File: src/rtl/lift_ctrl_scan_pkg.sv
// Shared types and constants for the SCAN lift controller.
// State codes are plain 2-bit constants so older netlists can match them.
package lift_pkg;

  typedef enum logic [1:0] {
    IDLE      = 2'd0,
    MOVE_UP   = 2'd1,
    MOVE_DN   = 2'd2,
    DOOR_OPEN = 2'd3
  } state_e;

  localparam logic [1:0] ST_IDLE      = 2'd0;
  localparam logic [1:0] ST_MOVE_UP   = 2'd1;
  localparam logic [1:0] ST_MOVE_DN   = 2'd2;
  localparam logic [1:0] ST_DOOR_OPEN = 2'd3;

  localparam logic DIR_UP = 1'b1;
  localparam logic DIR_DN = 1'b0;

  function automatic int max_int(input int a, input int b);
    return (a > b) ? a : b;
  endfunction

endpackage

File: src/rtl/lift_ctrl_scan_if.sv
// Call inputs and car status outputs between the button decoders and the controller.
// The master side is the decoder/display logic; the slave side is the controller.
interface lift_ctrl_scan_if #(
  parameter int N_FLOORS = 8
) ();
  localparam int FW = (N_FLOORS > 1) ? $clog2(N_FLOORS) : 1;

  logic [N_FLOORS-1:0] hall_req;
  logic [N_FLOORS-1:0] cab_req;
  logic                door_hold;
  logic [FW-1:0]       cur_floor;
  logic                dir_up;
  logic                moving;
  logic                door_open;
  logic                busy;
  logic [N_FLOORS-1:0] pending;

  modport master (
    output hall_req, cab_req, door_hold,
    input  cur_floor, dir_up, moving, door_open, busy, pending
  );

  modport slave (
    input  hall_req, cab_req, door_hold,
    output cur_floor, dir_up, moving, door_open, busy, pending
  );
endinterface

File: src/rtl/lift_ctrl_scan_timer.sv
// Loadable down-counter shared by floor travel timing and door dwell timing.
// Holds at zero until reloaded.
module lift_timer #(
  parameter int TW = 4
) (
  input  logic          clk,
  input  logic          rst,
  input  logic          load_i,
  input  logic [TW-1:0] val_i,
  output logic          zero_o
);

  logic [TW-1:0] cnt_q;

  always_ff @(posedge clk) begin
    if (rst) begin
      cnt_q <= '0;
    end else if (load_i) begin
      cnt_q <= val_i;
    end else if (cnt_q != '0) begin
      cnt_q <= cnt_q - 1'b1;
    end
  end

  assign zero_o = (cnt_q == '0);

endmodule

File: src/rtl/lift_ctrl_scan.sv
// Single-car lift controller: latches hall/cab calls and serves them in SCAN order.
// state        | meaning
// ST_IDLE      | doors closed, parked, choosing the next direction
// ST_MOVE_UP   | travelling up one floor per timer expiry
// ST_MOVE_DN   | travelling down one floor per timer expiry
// ST_DOOR_OPEN | doors open at cur_floor, dwell timer running
module lift_ctrl_scan
  import lift_pkg::*;
#(
  parameter int N_FLOORS   = 8,
  parameter int HOME_FLOOR = 0,
  parameter int TRAVEL_CYC = 16,
  parameter int DOOR_CYC   = 32
) (
  input logic             clk,
  input logic             rst,
  lift_ctrl_scan_if.slave bus
);

  localparam int FW = (N_FLOORS > 1) ? $clog2(N_FLOORS) : 1;
  localparam int TW = $clog2(max_int(TRAVEL_CYC, DOOR_CYC) + 1);

  logic [1:0]          state_q, state_d;
  logic [FW-1:0]       floor_q, floor_d;
  logic                dir_q, dir_d;
  logic [N_FLOORS-1:0] pend_q, pend_d;
  logic [N_FLOORS-1:0] clr;
  logic                ahead_up, ahead_dn;
  logic                beyond_up, beyond_dn;
  logic [FW-1:0]       floor_up, floor_dn;
  logic                tmr_load, tmr_zero;
  logic [TW-1:0]       tmr_val;

  assign floor_up = floor_q + FW'(1);
  assign floor_dn = floor_q - FW'(1);

  // beyond_* is ahead_* seen from the floor the car is about to reach
  always_comb begin
    ahead_up  = 1'b0;
    ahead_dn  = 1'b0;
    beyond_up = 1'b0;
    beyond_dn = 1'b0;
    clr       = '0;
    for (int i = 0; i < N_FLOORS; i++) begin
      if (i > int'(floor_q))     ahead_up  = ahead_up  | pend_q[i];
      if (i < int'(floor_q))     ahead_dn  = ahead_dn  | pend_q[i];
      if (i > int'(floor_q) + 1) beyond_up = beyond_up | pend_q[i];
      if (i + 1 < int'(floor_q)) beyond_dn = beyond_dn | pend_q[i];
      if ((state_q == ST_DOOR_OPEN) && (i == int'(floor_q))) clr[i] = 1'b1;
    end
  end

  always_comb begin
    state_d  = state_q;
    floor_d  = floor_q;
    dir_d    = dir_q;
    tmr_load = 1'b0;
    tmr_val  = '0;
    pend_d   = (pend_q | bus.hall_req | bus.cab_req) & ~clr;

    case (state_q)
      ST_IDLE: begin
        if (pend_q[floor_q]) begin
          state_d  = ST_DOOR_OPEN;
          tmr_load = 1'b1;
          tmr_val  = TW'(DOOR_CYC - 1);
        end else if ((dir_q && ahead_up) || (!ahead_dn && ahead_up)) begin
          state_d  = ST_MOVE_UP;
          dir_d    = DIR_UP;
          tmr_load = 1'b1;
          tmr_val  = TW'(TRAVEL_CYC - 1);
        end else if (ahead_dn) begin
          state_d  = ST_MOVE_DN;
          dir_d    = DIR_DN;
          tmr_load = 1'b1;
          tmr_val  = TW'(TRAVEL_CYC - 1);
        end
      end
      ST_MOVE_UP: begin
        if (tmr_zero) begin
          floor_d = floor_up;
          if (pend_q[floor_up]) begin
            state_d  = ST_DOOR_OPEN;
            tmr_load = 1'b1;
            tmr_val  = TW'(DOOR_CYC - 1);
          end else if (beyond_up) begin
            tmr_load = 1'b1;
            tmr_val  = TW'(TRAVEL_CYC - 1);
          end else begin
            state_d = ST_IDLE;
          end
        end
      end
      ST_MOVE_DN: begin
        if (tmr_zero) begin
          floor_d = floor_dn;
          if (pend_q[floor_dn]) begin
            state_d  = ST_DOOR_OPEN;
            tmr_load = 1'b1;
            tmr_val  = TW'(DOOR_CYC - 1);
          end else if (beyond_dn) begin
            tmr_load = 1'b1;
            tmr_val  = TW'(TRAVEL_CYC - 1);
          end else begin
            state_d = ST_IDLE;
          end
        end
      end
      ST_DOOR_OPEN: begin
        // a fresh call at this floor only extends the dwell
        if (bus.door_hold || bus.hall_req[floor_q] || bus.cab_req[floor_q]) begin
          tmr_load = 1'b1;
          tmr_val  = TW'(DOOR_CYC - 1);
        end else if (tmr_zero) begin
          state_d = ST_IDLE;
        end
      end
      default: state_d = ST_IDLE;
    endcase
  end

  always_ff @(posedge clk) begin
    if (rst) begin
      state_q <= ST_IDLE;
      floor_q <= FW'(HOME_FLOOR);
      dir_q   <= DIR_UP;
      pend_q  <= '0;
    end else begin
      state_q <= state_d;
      floor_q <= floor_d;
      dir_q   <= dir_d;
      pend_q  <= pend_d;
    end
  end

  lift_timer #(.TW(TW)) u_timer (
    .clk    (clk),
    .rst    (rst),
    .load_i (tmr_load),
    .val_i  (tmr_val),
    .zero_o (tmr_zero)
  );

  assign bus.cur_floor = floor_q;
  assign bus.dir_up    = dir_q;
  assign bus.moving    = (state_q == ST_MOVE_UP) || (state_q == ST_MOVE_DN);
  assign bus.door_open = (state_q == ST_DOOR_OPEN);
  assign bus.busy      = (|pend_q) || (state_q != ST_IDLE);
  assign bus.pending   = pend_q;

endmodule

File: src/flat_wrapper.sv
// flat-port wrapper written by rule: the top's interface ports become plain ports
module lift_ctrl_scan_flat import lift_pkg::*;
#(
  parameter int N_FLOORS   = 8,
  parameter int HOME_FLOOR = 0,
  parameter int TRAVEL_CYC = 16,
  parameter int DOOR_CYC   = 32
)
  (clk, rst, bus_hall_req, bus_cab_req, bus_door_hold, bus_cur_floor, bus_dir_up, bus_moving, bus_door_open, bus_busy, bus_pending);
  lift_ctrl_scan_if #(.N_FLOORS(N_FLOORS)) bus_i ();
  input logic clk;
  input logic rst;
  input wire logic [$bits(bus_i.hall_req)-1:0] bus_hall_req;
  input wire logic [$bits(bus_i.cab_req)-1:0] bus_cab_req;
  input wire logic [$bits(bus_i.door_hold)-1:0] bus_door_hold;
  output wire logic [$bits(bus_i.cur_floor)-1:0] bus_cur_floor;
  output wire logic [$bits(bus_i.dir_up)-1:0] bus_dir_up;
  output wire logic [$bits(bus_i.moving)-1:0] bus_moving;
  output wire logic [$bits(bus_i.door_open)-1:0] bus_door_open;
  output wire logic [$bits(bus_i.busy)-1:0] bus_busy;
  output wire logic [$bits(bus_i.pending)-1:0] bus_pending;
  assign bus_i.hall_req = bus_hall_req;
  assign bus_i.cab_req = bus_cab_req;
  assign bus_i.door_hold = bus_door_hold;
  assign bus_cur_floor = bus_i.cur_floor;
  assign bus_dir_up = bus_i.dir_up;
  assign bus_moving = bus_i.moving;
  assign bus_door_open = bus_i.door_open;
  assign bus_busy = bus_i.busy;
  assign bus_pending = bus_i.pending;
  lift_ctrl_scan #(.N_FLOORS(N_FLOORS), .HOME_FLOOR(HOME_FLOOR), .TRAVEL_CYC(TRAVEL_CYC), .DOOR_CYC(DOOR_CYC)) u_core (.clk(clk), .rst(rst), .bus(bus_i));
endmodule
File: config.mk
export PLATFORM = sky130hd
export DESIGN_NAME = lift_ctrl_scan_flat
export DESIGN_NICKNAME = d
export VERILOG_FILES = /design/src/rtl/lift_ctrl_scan_pkg.sv /design/src/rtl/lift_ctrl_scan_if.sv /design/src/rtl/lift_ctrl_scan_timer.sv /design/src/rtl/lift_ctrl_scan.sv /design/src/flat_wrapper.sv
export SDC_FILE = /design/constraint.sdc
export NUM_CORES = 1
export LEC_CHECK = 0
export ABC_AREA = 1
export BUFFER_PORTS_ARGS = -buffer_cell sky130_fd_sc_hd__buf_2
export CAP_MARGIN = 20
export CORE_MARGIN = 2
export CORE_UTILIZATION = 55
export DETAILED_ROUTE_END_ITERATION = 6
export GPL_ROUTABILITY_DRIVEN = 0
export MAX_ROUTING_LAYER = met4
export PLACE_DENSITY = 0.79
export SLEW_MARGIN = 0
export SYNTH_ARGS = -nofsm -noshare
export SYNTH_HDL_FRONTEND = slang
export SYNTH_SLANG_ARGS = --single-unit
File: constraint.sdc
create_clock -name clk -period 2.5 [get_ports clk]
set_input_delay 0 -clock clk [delete_from_list [all_inputs] [get_ports clk]]
set_output_delay 0 -clock clk [all_outputs]
set_load 0.05 [all_outputs]
* Word level (Yosys, flattened, before mapping) *
Index checks and enable logic that the tools add are counted.

word-level totals
  input port bits = 19
  register bits after elaboration = 20
  output and inout port bits = 15

operators by class
  add/sub/neg operators = 4
  $lt $le $gt $ge = 25
  mux-type cells = 87
  reduce and logical (&&, ||, !) cells = 28
  equality and inequality tests = 17
  bitwise operators = 29

operators with widths
  operator                                                                      count
  4-bit by 32-bit > comparator with 1-bit output, first input constant          4
  3-bit by 32-bit > comparator with 1-bit output, first input constant          2
  1-bit 2-to-1 mux                                                              53
  6-bit 2-to-1 mux                                                              8
  1-bit by 32-bit > comparator with 1-bit output, first input constant          1
  2-bit by 32-bit > comparator with 1-bit output, first input constant          1
  1-bit OR                                                                      24
  6-bit one-hot mux with 4 select lines                                         1
  2-bit 2-to-1 mux                                                              11
  8-bit OR                                                                      2
  1-bit binary-select mux with 3-bit select                                     5
  3-bit equality test, first input constant                                     4
  3-bit > comparator, first input constant                                      4
  3-bit by 4-bit less-than comparator with 1-bit output, second input constant  3
  4-bit 2-to-1 mux                                                              3
  1-bit logical AND                                                             10
  3-bit less-than comparator, first input constant                              3
  8-bit bitwise AND                                                             1
  8-bit NOT                                                                     1
  2-bit one-hot mux with 4 select lines                                         1
  2-bit nonzero test                                                            4
  8-bit OR reduction                                                            1
  7-bit AND reduction                                                           1
  2-bit by 3-bit equality test with 1-bit output, first input constant          2
  other kinds (27)                                                              40

* Depth between registers and ports, before layout *
Gate-level depths: netlist of run 1.

  depth after elaboration = 22
  gate-level depth with buffers = 18
  mapped depth without buffers = 17

* By module *
Synthesis of run 1 repeated with hierarchy kept, for this count alone.

second synthesis, totals
  cells, all modules = 341
  area, all modules = 2018.2 µm²

modules (own cells, without submodules)
  module          area each (µm²)  cells each  instances
  lift_ctrl_scan  1615.3           280         1
  lift_timer      402.9            61          1

* Least setup slack after synthesis of run 1 *
Ideal clock, no wire load.

  kind = flip-flop to flip-flop
  from = register u_core.floor_q[0] (netlist: u_core.bus.cur_floor[0])
  to = register u_core.u_timer.cnt_q[1]
  arrival time = 2355 ps
  stages on the path, launching flop included = 18
  period minus slack after synthesis = 2466 ps
  setup slack = 34 ps
  path through = dfxtp_1 inv_2 buf_6 ha_1 inv_1 nand3_1 nand2_1 nand2_1 nand2_2 inv_2 nor2_2 nand2_2 nand2_4 nand3_4 nand2_2 nand2_1 nor2_1 nor2_1

between the ends
  longest elaborated chain between the ends = 22

ends and longest elaborated chain
  item                                                                                            line                        text
  start: declaration                                                                              lift_ctrl_scan.sv:24        logic [FW-1:0] floor_q, floor_d;
  start signal: assignment                                                                        lift_ctrl_scan.sv:125       floor_q <= FW'(HOME_FLOOR);
  start signal: assignment                                                                        lift_ctrl_scan.sv:130       floor_q <= floor_d;
  3-bit by 1-bit adder with 4-bit output                                                          lift_ctrl_scan.sv:47        if (i > int'(floor_q) + 1) beyond_up = beyond_up | pend_q[i];
  1-bit by 32-bit > comparator with 1-bit output                                                  lift_ctrl_scan.sv:47
  1-bit 2-to-1 mux                                                                                lift_ctrl_scan.sv:47
  1-bit OR                                                                                        lift_ctrl_scan.sv:47
  1-bit 2-to-1 mux                                                                                lift_ctrl_scan.sv:47
  1-bit OR                                                                                        lift_ctrl_scan.sv:47
  1-bit 2-to-1 mux                                                                                lift_ctrl_scan.sv:47
  1-bit OR                                                                                        lift_ctrl_scan.sv:47
  [6 not listed]                                                                                  --
  1-bit 2-to-1 mux                                                                                lift_ctrl_scan.sv:47
  1-bit OR                                                                                        lift_ctrl_scan.sv:47
  1-bit 2-to-1 mux                                                                                lift_ctrl_scan.sv:47
  4-bit 2-to-1 mux or 1-bit 2-to-1 mux (tied branches)                                            lift_ctrl_scan.sv:86        end else if (beyond_up) begin
  6-bit 2-to-1 mux or 1-bit 2-to-1 mux (tied branches)                                            lift_ctrl_scan.sv:82        if (pend_q[floor_up]) begin
  6-bit 2-to-1 mux or 1-bit 2-to-1 mux (tied branches)                                            lift_ctrl_scan.sv:80        if (tmr_zero) begin
  6-bit one-hot mux with 4 select lines or 1-bit one-hot mux with 4 select lines (tied branches)  lift_ctrl_scan.sv:61        case (state_q)
  6-bit 2-to-1 mux or 2-bit nonzero test (tied branches)                                          --
  end signal: assignment                                                                          lift_ctrl_scan_timer.sv:19  cnt_q <= val_i;
  end signal: assignment                                                                          lift_ctrl_scan_timer.sv:21  cnt_q <= cnt_q - 1'b1;
  end: declaration                                                                                lift_ctrl_scan_timer.sv:13  logic [TW-1:0] cnt_q;

Parallel ways exist; a longest one is shown, timed or not. The select of a mux whose other input is x is not followed.
A chain may end at the register's enable or synchronous reset.

* Worst setup path in the final report of run 1 *
  from = register u_core.floor_q[1] (netlist: u_core.bus.cur_floor[1])
  to = register u_core.u_timer.cnt_q[1]

The elaborated chain is that of the path after synthesis.

==> impl_metrics.py, run 1 <==
metrics = {
    "logic_synthesis": {
        "synth_top_cell_area_share_pct": 20.8,
        "synth_seq_cells": 20,
        "yosysWarnings": 0,
        "syn_area_per_cell_um2": 5.95,
        "synth_top_cells_by_area": "dfxtp_1 (21%), nand2_1 (19%), ha_1 (10%), inv_1 (7.4%), nand3_1 (7.3%)",
        "syn_inst": 324,
        "synth.cell_area_um2": 1930,
        "ys_seq_area_share_pct": 20.8,
        "synth.largest_area_cell": "dfxtp_1",
        "yosysUniqueCellTypes": 33,
        "synth_fp_nets": 359,
    },
    "grt": {
        "grt_pass1_wl_mm": 9.29,
        "antenna_found_initial": 0,
        "grt-ovfl-total": 0,
        "grt_usage_pct": 29.8,
        "grt_max_degree": 17,
        "grt_pass1_vias": 2047,
    },
    "clock_tree": {
        "clock-root-buffer": "clkbuf_4",
        "clkLatencyLatePin_ns": 0.33,
        "cts_sinks": 20,
        "tritoncts": "yes",
        "htree_levels": 1,
        "cts.path.max_buffers": 2,
        "clk_pin_slew_ns": 0.12,
        "numCtsBuffers": 3,
        "post_cts_buffers": 0,
    },
    "floorplan": {
        "ioPinCount": 34,
        "dieArea_um2": 4000,
        "initial_core_util_pct": 57.4,
        "die_width_um": 63.2,
        "core-area_um2": 3360,
        "fp-row-count": 21,
        "die_h_um": 63.2,
    },
    "setup_path": {
        "cp-start-kind": "register",
        "cp.depth": 14,
        "cp_max_fo": 7,
        "path_class": "register to register",
        "cp-end-kind": "register",
        "cp.arrival_ns": 2.45,
        "crit_chain": "ha_1 -> ha_1 -> inv_1 -> a21oi_1 -> o21ai_0 -> nand2_1 -> nor2_2 -> nand2_2 -> nand2_4 -> nand3_4 -> nand2_2 -> nand2_1 -> nor2_1 -> nor2_1",
        "ff2ff_path_depth": 14,
        "required_ns": 2.72,
        "cpPeakStageDelay_ns": 0.47,
        "critPathTopFamily": "simple AND/OR/NAND/NOR gates",
        "cp_slowest_cell": "dfxtp_1",
        "crit_buf_inv": 1,
    },
    "power_and_ir_drop": {
        "p_leak_uw": 0.00124,
        "p_per_area_nw_per_um2": 1130,
        "max-vdd-ir-drop_mv": 0.609,
    },
    "detailed_routing": {
        "first_iter_violations": 287,
        "drc_errors": 0,
        "drt_pass1_iterations": 4,
        "antenna_left": 0,
        "routed_wl_mm": 5.50,
        "vias": 2221,
        "wl_per_cell_um": 13.2,
        "via_per_inst": 5.34,
    },
    "timing": {
        "worst_clock_skew_ns": 0.0175,
        "finalSetupTns_ns": 0,
        "fmax_mhz": 449,
        "slew_headroom_pct": 69.4,
        "period_needed_ns": 2.23,
        "worst_pin_slew_ns": 0.458,
        "hold_viol_final": 0,
        "timing.final.crit_share_pct": 89.1,
        "finalMaxSlewViolations": 0,
        "rsz0062_at_grt": "false",
        "setup_viol": 0,
        "layout_setup_ws_ns": 0.273,
    },
    "worst_hold_path": {
        "min_path_type": "input port to register",
        "whs_path_depth": 4,
    },
    "status": {
        "status": "finished, final reports clean",
    },
    "placed_design": {
        "io_buffers": 33,
        "dp_slack_ns": 0.323,
        "hpwl_mm": 4.16,
        "dpl_cell_area_um2": 2160,
        "dpl.cell_count": 403,
    },
    "final_layout": {
        "final_cell_mix": "nand2_1 (100), inv_1 (38), nor2_1 (33), buf_2 (33), nand3_1 (28)",
        "final_net_count": 406,
        "layout_commonest_cell": "nand2_1",
        "drive_gt1_share_pct": 18.4,
        "finish.instance_area_um2": 2300,
        "n_antenna_cell": 0,
        "fillCellCount": 322,
        "final_cells": 416,
        "synthToLayoutAreaGrowth_pct": 19.3,
    },
    "job": {
        "cap_violations": 0,
    },
}
[final cells by class]
type	count	area (um^2)	area share (%)
Multi-Input combinational cell	252	1310	57.1
Sequential cell	20	400	17.4
Tap cell	46	57.6	2.50
Timing Repair Buffer	49	308	13.4
Clock buffer	3	22.5	0.979
Clock inverter	1	30.0	1.31
Inverter	45	169	7.34
[cells by family after synthesis]
kind of cell / share of synthesized area (%)
and+or+nand+nor: 43.9
buffers and inverters: 11.2
xor gates and xnor gates: 2.27
adders and majority gates: 10.4
AOI/OAI and AO/OA: 11.5
DFF: 20.8
[cell usage after synthesis]
| cell | n |
|---|---|
| nand4_1 | 6 |
| xnor2_1 | 2 |
| nor3_2 | 1 |
| o21ai_1 | 6 |
| nand2_4 | 1 |
| buf_6 | 1 |
| xor2_1 | 3 |
| nor3_1 | 5 |
| a21oi_1 | 11 |
| inv_2 | 7 |
| nor2_2 | 3 |
| buf_2 | 1 |
| nand3_4 | 1 |
| a31oi_1 | 4 |
| nor4_1 | 1 |
| o211ai_1 | 2 |
| o21ai_0 | 13 |
| clkbuf_1 | 2 |
| inv_1 | 38 |
| o22ai_1 | 1 |
| a311oi_1 | 1 |
| nor2_4 | 1 |
| nand3b_1 | 1 |
| o2111ai_1 | 1 |
| or2_2 | 2 |
| nand3_1 | 28 |
| ha_1 | 16 |
| dfxtp_1 | 20 |
| nand2_2 | 8 |
| buf_4 | 3 |
| a221oi_1 | 1 |
| nor2_1 | 33 |
| nand2_1 | 100 |
[per-stage QoR]
step / util (%) / hold slack (ns) / power [uW]
2_1_floorplan: - / 0.0691 / 1890
3_3_place_gp: 64.2 / 0.258 / 2260
3_5_place_dp: 64.2 / 0.269 / 2280
4_1_cts: 68.4 / 0.0143 / 2580
5_1_grt: 68.4 / 0.0694 / 2850
6_report: 68.4 / 0.0193 / 2610
[sequential cells by signal, indices dropped and copies added (netlist names)]
| register | flops |
|---|---|
| u_core.bus.cur_floor | 3 |
| u_core.bus.dir_up | 1 |
| u_core.bus.pending | 8 |
| u_core.state_q | 2 |
| u_core.u_timer.cnt_q | 6 |
[layer usage]
layer / part of all wire [%] / up-vias / global-route usage [%]
met1: 45 / 988 / 39.6
met2: 45 / 91 / 47.5
met3: 8.5 / 12 / 5.00
met4: 1.9 / 0 / 6.79
met5: 0 / - / -
li1: - / 1130 / -
[power by group]
group | total [uW] | switching (uW) | internal (uW)
combinational | 1850 | 1240 | 603
sequential | 482 | 77.7 | 404
clock | 281 | 119 | 162
[worst min-delay path: cells and delay by family]
kind | cells | cell delay (ns)
and+or+nand+nor | 2 | 0.17
buffers and inverters | 1 | 0.07
AOI/OAI and AO/OA | 1 | 0.06
[repair_timing]
item / CTS / global route
hold buffers: 9 / 0
gates resized for setup: 0 / 0
endpoints found under the hold margin: 9 / 0
endpoints found under the setup margin: 0 / 0
[final timing paths]
| check | startpoint | end | slack [ns] |
|---|---|---|---|
| hold / removal | bus_hall_req[5] | u_core.bus.pending[5] | 0.02 |
| setup / recovery | u_core.bus.cur_floor[1] | u_core.u_timer.cnt_q[1] | 0.27 |
| setup reg to reg | u_core.bus.cur_floor[1] | u_core.u_timer.cnt_q[1] | 0.27 |
| hold reg to reg | u_core.bus.dir_up | u_core.bus.dir_up | 0.51 |
No activity file was read; power rests on OpenSTA's default activity.
==> run 2, diff against run 1 <==
CAP_MARGIN = default   (was 20)
CELL_PAD_IN_SITES_DETAIL_PLACEMENT = 1   (was default)
CELL_PAD_IN_SITES_GLOBAL_PLACEMENT = 2   (was default)
CORE_UTILIZATION = 29   (was 55)
GPL_TIMING_DRIVEN = 0   (was default)
PLACE_DENSITY = default   (was 0.79)
PLACE_DENSITY_LB_ADDON = 0.1   (was default)
==> run 2 against run 1 <==
Effect of this change: final cell count increased by 6.0%; die area up 83%; highest routed layer unchanged; total power is 6.2% higher.
==> impl_metrics.py, run 2 (synthesis gave the netlist of run 1 again) <==
metrics = {
    "status": {
        "status": "finished, final reports clean",
    },
    "floorplan": {
        "core-area_um2": 6390,
        "die_width_um": 85.6,
        "dieArea_um2": 7320,
        "initial_core_util_pct": 30.2,
        "ioPinCount": 34,
        "die_h_um": 85.6,
        "fp-row-count": 29,
    },
    "placed_design": {
        "hpwl_mm": 5.47,
        "io_buffers": 33,
    },
    "grt": {
        "grt_pass1_vias": 2240,
        "antenna_found_initial": 0,
        "grt-ovfl-total": 0,
        "grt_pass1_wl_mm": 11.4,
        "grt_usage_pct": 20.2,
        "grt_max_degree": 13,
    },
    "timing": {
        "worst_pin_slew_ns": 0.480,
        "finalSetupTns_ns": 0,
        "slew_headroom_pct": 68.0,
        "timing.final.crit_share_pct": 90.5,
        "rsz0062_at_grt": "false",
        "fmax_mhz": 442,
        "hold_viol_final": 0,
        "finalMaxSlewViolations": 0,
        "setup_viol": 0,
        "period_needed_ns": 2.26,
        "whs_ns": 0.00428,
        "worst_clock_skew_ns": 0.00433,
    },
    "final_layout": {
        "layout_commonest_cell": "nand2_1",
        "final_net_count": 400,
        "synthToLayoutAreaGrowth_pct": 20.2,
        "n_antenna_cell": 0,
        "largest_reg_flops": 8,
        "drive_gt1_share_pct": 20.1,
        "final_cell_mix": "nand2_1 (100), inv_1 (37), buf_2 (34)",
    },
    "power_and_ir_drop": {
        "clkPwrFrac_pct": 12.4,
        "power.share.sequential_pct": 18.1,
        "p_per_area_nw_per_um2": 1190,
        "swShare_pct": 55.5,
        "max-vdd-ir-drop_mv": 0.517,
        "pwr-share-comb_pct": 69.5,
        "p_int_uw": 1230,
        "switching_power_uw": 1540,
        "p_leak_uw": 0.00121,
    },
    "setup_path": {
        "path_class": "register to register",
        "cp-start-kind": "register",
        "regToRegSetupSlack_ns": 0.24,
        "cp-end-kind": "register",
        "required_ns": 2.67,
        "r2r_start": "u_core.bus.cur_floor[0]",
        "cp_max_fo": 8,
        "crit_path_start": "u_core.bus.cur_floor[0]",
        "cp.arrival_ns": 2.43,
    },
    "detailed_routing": {
        "wl_per_cell_um": 15.5,
        "via_per_inst": 4.98,
        "drc_errors": 0,
        "routed_wl_mm": 6.83,
        "vias": 2196,
        "first_iter_violations": 109,
        "drt_pass1_iterations": 4,
        "antenna_left": 0,
    },
    "job": {
        "cap_violations": 0,
    },
    "clock_tree": {
        "cts.path.max_buffers": 2,
        "clk_pin_slew_ns": 0.09,
        "numCtsBuffers": 3,
        "tritoncts": "yes",
        "htree_levels": 1,
        "cts_sinks": 20,
        "clock-root-buffer": "clkbuf_8",
        "clkLatencyLatePin_ns": 0.27,
    },
    "worst_hold_path": {
        "min_path_type": "input port to register",
        "hold_start": "bus_cab_req[4]",
    },
}
-- run 2: cell types whose count changed in the layout (fill, tap and decap cells not counted), sizes merged --
cell         delta
dlygate4sd3     -7
clkbuf          +2
buf             -1
-- run 2: power by group through the flow --
stage	registers, uW	clock network (uW)	logic, uW
2_1_floorplan	581	0	1310
5_1_grt	515	365	2180
3_3_place_gp	500	0	1860
6_report	501	344	1920
3_5_place_dp	504	0	1880
4_1_cts	498	355	1900
-- run 2: repair_timing --
| action | CTS | global route |
|---|---|---|
| setup buffers | 0 | 1 |
| setup endpoints to repair | 8 | 8 |
| endpoints found under the hold margin | 6 | 0 |
| hold buffers | 2 | 0 |
| resized for setup | 3 | 9 |
-- run 2: metal layers --
layer  track usage [%]  vias to the layer above  part of all wire (%)
li1                  -                     1121                     -
met4              3.61                        0                  0.70
met5                 -                        -                     0
met3              1.44                        5                   2.4
met1              29.1                     1030                    53
met2              31.5                       40                    44
-- run 2: area by class of cell --
type / count / area [um^2]
Buffer: 7 / 50.0
Clock buffer: 3 / 41.3
Clock inverter: 1 / 30.0
Fill cell: 895 / 4070
Inverter: 45 / 174
Multi-Input combinational cell: 252 / 1330
Sequential cell: 20 / 407
Tap cell: 77 / 96.3
Timing Repair Buffer: 36 / 193
-- run 2: worst paths after layout --
| kind | endpoint | cells past startpoint |
|---|---|---|
| setup / recovery | u_core.u_timer.cnt_q[1] | 14 |
| hold / removal | u_core.bus.pending[4] | 3 |
| setup reg to reg | u_core.u_timer.cnt_q[1] | 14 |
| hold reg to reg | u_core.bus.dir_up | 2 |
-- run 2: critical path: stages (launching register included) --
cell     delay (ns)
dfxtp_4        0.39
ha_2           0.24
ha_1           0.33
inv_1          0.10
a21oi_1        0.06
o21ai_0        0.22
nand2_1        0.10
nor2_2         0.13
nand2_2        0.08
nand2_4        0.10
nand3_4        0.11
nand2_2        0.13
nand2_1        0.06
nor2_1         0.08
nor2_1         0.05
-- run 2: stage by stage --
stage	setup slack (ns)	std cells	area [um^2]	total power [uW]	util, %
final	0.238	441	2320	2770	36.3
after global routing	0.0306	441	2320	3060	36.3
after CTS	0.0488	440	2290	2750	35.8
after detailed placement	-0.159	434	2190	2390	34.3
after global placement	-0.109	434	2190	2360	34.3
after floorplan	0.0337	324	1930	1890	-
